--- config.mk ---
export PLATFORM = sky130hd
export DESIGN_NAME = bit_deserializer
export DESIGN_NICKNAME = d
export VERILOG_FILES = /design/src/rtl/bit_deserializer.sv
export SDC_FILE = /design/constraint.sdc
export NUM_CORES = 1
export LEC_CHECK = 0
export CAP_MARGIN = 20
export CORE_UTILIZATION = 51
export DETAILED_ROUTE_END_ITERATION = 8
export GPL_TIMING_DRIVEN = 0
export HOLD_SLACK_MARGIN = 0.05
export MAX_ROUTING_LAYER = met4
export PLACE_DENSITY = 0.77
export SYNTH_ARGS = -nofsm -noshare
export SYNTH_HDL_FRONTEND = slang
export SYNTH_SLANG_ARGS = --single-unit
--- constraint.sdc ---
create_clock -name clk -period 1.9 [get_ports clk]
set_input_delay 0.38 -clock clk [delete_from_list [all_inputs] [get_ports clk]]
set_output_delay 0.38 -clock clk [all_outputs]
set_load 0.01 [all_outputs]
--- src/rtl/bit_deserializer.sv ---
// Serial-to-parallel receiver: start bit (0), DATA_W data bits LSB first, stop bit (1),
// sampled on en strobes, with a single-entry valid/ready output register.
module bit_deserializer #(
  parameter int DATA_W = 8
) (
  input  logic              clk,
  input  logic              reset,
  input  logic              en,
  input  logic              d,
  input  logic              ready,
  output logic [DATA_W-1:0] data,
  output logic              valid,
  output logic              frame_err,
  output logic              overrun,
  output logic [1:0]        dbg_state
);

  // Output handshake: a word transfers on any rising edge where valid=1 and ready=1;
  // data is held stable while valid=1, and ready has no effect while valid=0.

  typedef enum logic [1:0] {
    IDLE = 2'd0,
    DATA = 2'd1,
    STOP = 2'd2
  } state_t;

  localparam int CNT_W = $clog2(DATA_W + 1);

  state_t             state;
  state_t             state_nx;
  logic [CNT_W-1:0]   bit_cnt;
  logic [DATA_W-1:0]  shreg;
  logic               last_bit;
  logic               stop_good;
  logic               stop_bad;

  assign dbg_state = state;

  always_ff @(posedge clk or posedge reset) begin
    if (reset) state <= IDLE;
    else       state <= state_nx;
  end

  always_comb begin
    state_nx  = state;
    last_bit  = (bit_cnt == CNT_W'(DATA_W - 1));
    stop_good = 1'b0;
    stop_bad  = 1'b0;
    if (en) begin
      case (state)
        IDLE:    if (!d) state_nx = DATA;
        DATA:    if (last_bit) state_nx = STOP;
        STOP: begin
          state_nx  = IDLE;
          stop_good = d;
          stop_bad  = !d;
        end
        default: state_nx = IDLE;
      endcase
    end
  end

  always_ff @(posedge clk or posedge reset) begin
    if (reset) begin
      bit_cnt   <= '0;
      shreg     <= '0;
      data      <= '0;
      valid     <= 1'b0;
      frame_err <= 1'b0;
      overrun   <= 1'b0;
    end else begin
      frame_err <= stop_bad;
      if (en && state == IDLE && !d) begin
        bit_cnt <= '0;
      end else if (en && state == DATA) begin
        bit_cnt <= bit_cnt + 1'b1;
        shreg   <= {d, shreg[DATA_W-1:1]};
      end
      // A completed word may replace the pending one only when it is consumed on this same edge.
      if (stop_good && (!valid || ready)) begin
        data  <= shreg;
        valid <= 1'b1;
      end else begin
        if (stop_good)      overrun <= 1'b1;
        if (valid && ready) valid   <= 1'b0;
      end
    end
  end

endmodule

==> out/metrics.cfg <==
[pwr]
p_leak_nw = 0.6383
p_comb_frac = 0.318
power_mw = 1.527
cellPowerDensity_nw_per_um2 = 1142
p_int_mw = 1.079
p_sw_uw = 447.3
ir_drop_v = 0.0007963
p_sw_frac = 0.2930
seqPwrFrac = 0.532
pwr-share-clk = 0.149

[synth]
synth-seq-cells = 25
synth_cells = 75
syn_avg_cell_area_um2 = 14.73
async_reset_ff_frac = 1.000
yosysUniqueCellTypes = 27
synth_top_area_share = 0.5663
synth_edf_count = 0
synthTopCellsByArea = dfrtp_1, mux2_4, mux2_2
synthTopCellsByCount = dfrtp_1, mux2_2, mux2_4, nand2_1, nand2b_1
syn_area_um2 = 1105
synth_ff_type = dfrtp_1
yosys_warnings = 0
synth_nets = 81
yosysTopAreaCell = dfrtp_1
synth_most_common_cell = dfrtp_1
synth-seq-area-share = 0.5663

[clocking]
path_clk_slew_ns = 0.12
cts_root_buf = clkbuf_4
clockBufferDepth = 2
htreeDepth = 1
clk_latency_ns = 0.31
tritoncts = built
post_cts_buffers = 0
numCtsBuffers = 3
cts_hold_buf = 0
clkSinkCount = 25
cts_resized = 0

[sta]
setup_ws_ns = 0.07906
post-route-min-period_ns = 1.821
hold_viol = 0
maxSlewHeadroom = 0.3950
fin_skew_ns = 0.006630
fin_hold_ws_ns = 0.4960
worst_pin_slew_ns = 0.9066
max_freq_mhz = 549.2
drv_slew = 0
finalCritPeriodShare = 0.9584
setup_viol = 0
rsz0062_at_grt = false

[detailed_routing]
vias = 642
drtAntennaViolNets = 0
first_iter_violations = 4
wl_um = 1574
wl_per_cell_um = 12.80
drc = 0
drt-pass1-iter-count = 2
vias_per_cell = 5.220

[worst_setup_path]
critPathCaptureType = output port
cp_slowest_cell = clkdlybuf4s50_1
crit_type = register to output port
crit_arrival_ns = 1.44
crit_chain = clkdlybuf4s50_1
cp_max_fo = 9
cp-start-kind = register
path_buf_inv = 1
required_ns = 1.52
crit_family = buffers and inverters
slowest_delay_ns = 0.60

[floorplan]
die_y_um = 48.55
core_um2 = 2002
ios = 18
initial_utilization = 0.5519
rows = 16
die_w_um = 48.55
dieArea_um2 = 2357

[status]
status = complete, no violations

[placement]
place_ws_ns = -0.01262
gp_congestion = 0.7121
port_buffers = 17
dp.cells = 119
dp_hpwl_um = 1151

[global_routing]
grt_pass1_wl_um = 2835
grt_pass1_vias = 644
overflow = 0
grt_antenna_before_repair = 0
grt_usage = 0.1643
grt_max_degree = 26

[min_path]
hold_path.class = register to register

[layout]
diodes = 0
drive_gt1_frac = 0.3021
syn_to_final_growth_pct = 20.95
stdcell_count = 123
fin_nets = 103

[flow_run]
drv_cap = 0

[worst paths after layout]
kind	startpoint	to	slack, ns	cells past startpoint
min in group asynchronous	reset	shreg[1]	0.54	2
max in group asynchronous	reset	data[0]	0.80	2
setup reg to reg	dbg_state[0]	data[0]	0.45	5
hold / removal	overrun	overrun	0.50	1
hold reg to reg	overrun	overrun	0.50	1
setup / recovery	dbg_state[1]	dbg_state[1]	0.08	1
[flip-flops by register name (all words and copies together) (netlist names)]
signal     flops
shreg          8
dbg_state      2
overrun        1
valid          1
data           8
frame_err      1
bit_cnt        4
[placed cells by master (no fill, tap or decap), types with 2 or more instances in the layout]
master,instances
dfrtp_1,25
clkdlybuf4s50_1,17
mux2_4,8
mux2_2,8
nand2b_1,3
nand2_1,3
clkbuf_4,3
o21ai_0,2
nor3_1,2
a21o_1,2
inv_1,2
and2b_2,2
a22o_1,2
[cell type report]
class | instances | area, µm²
fill | 152 | 665.6
sequential | 25 | 625.6
multi-input combinational | 46 | 444.2
timing repair buffer | 17 | 170.2
tap | 27 | 33.78
buffer | 2 | 27.53
clock buffer | 3 | 22.52
inverter | 2 | 7.507
clock inverter | 1 | 5.005
[power by group through the flow]
| stage | logic [mW] | registers (mW) | clock network, mW |
|---|---|---|---|
| final | 0.486 | 0.813 | 0.228 |
| after global routing | 0.535 | 0.839 | 0.257 |
| after CTS | 0.491 | 0.814 | 0.239 |
| after detailed placement | 0.493 | 0.826 | 0 |
| after global placement | 0.478 | 0.816 | 0 |
| after floorplan | 0.338 | 0.813 | 0 |
[kinds of logic after synthesis]
kind of cell             Yosys count  share of synthesized area
AND/OR/NAND/NOR                   18                     0.1257
adder cells (fa/ha/maj)            1                    0.01132
flip-flops                        25                     0.5663
AO/OA/AOI/OAI                     11                    0.07475
multiplexers                      16                     0.1903
buffers and inverters              4                    0.03172
[per-layer routing]
| metal | vias up | track usage | wire length (µm) |
|---|---|---|---|
| li1 | 311 | - | - |
| met2 | 14 | 0.2817 | 780 |
| met1 | 315 | 0.1828 | 715 |
| met4 | 0 | 0.02941 | 8 |
| met3 | 2 | 0.06604 | 70 |
| met5 | - | - | 0 |
[per-stage QoR]
stage	util	area [µm²]	setup TNS (ns)
floorplan	-	1105	0
global placement	0.6538	1309	0
detailed placement	0.6538	1309	-0.07478
CTS	0.6675	1336	0
global route	0.6675	1336	0
finish	0.6675	1336	0
(Power assumes the default switching activity.)
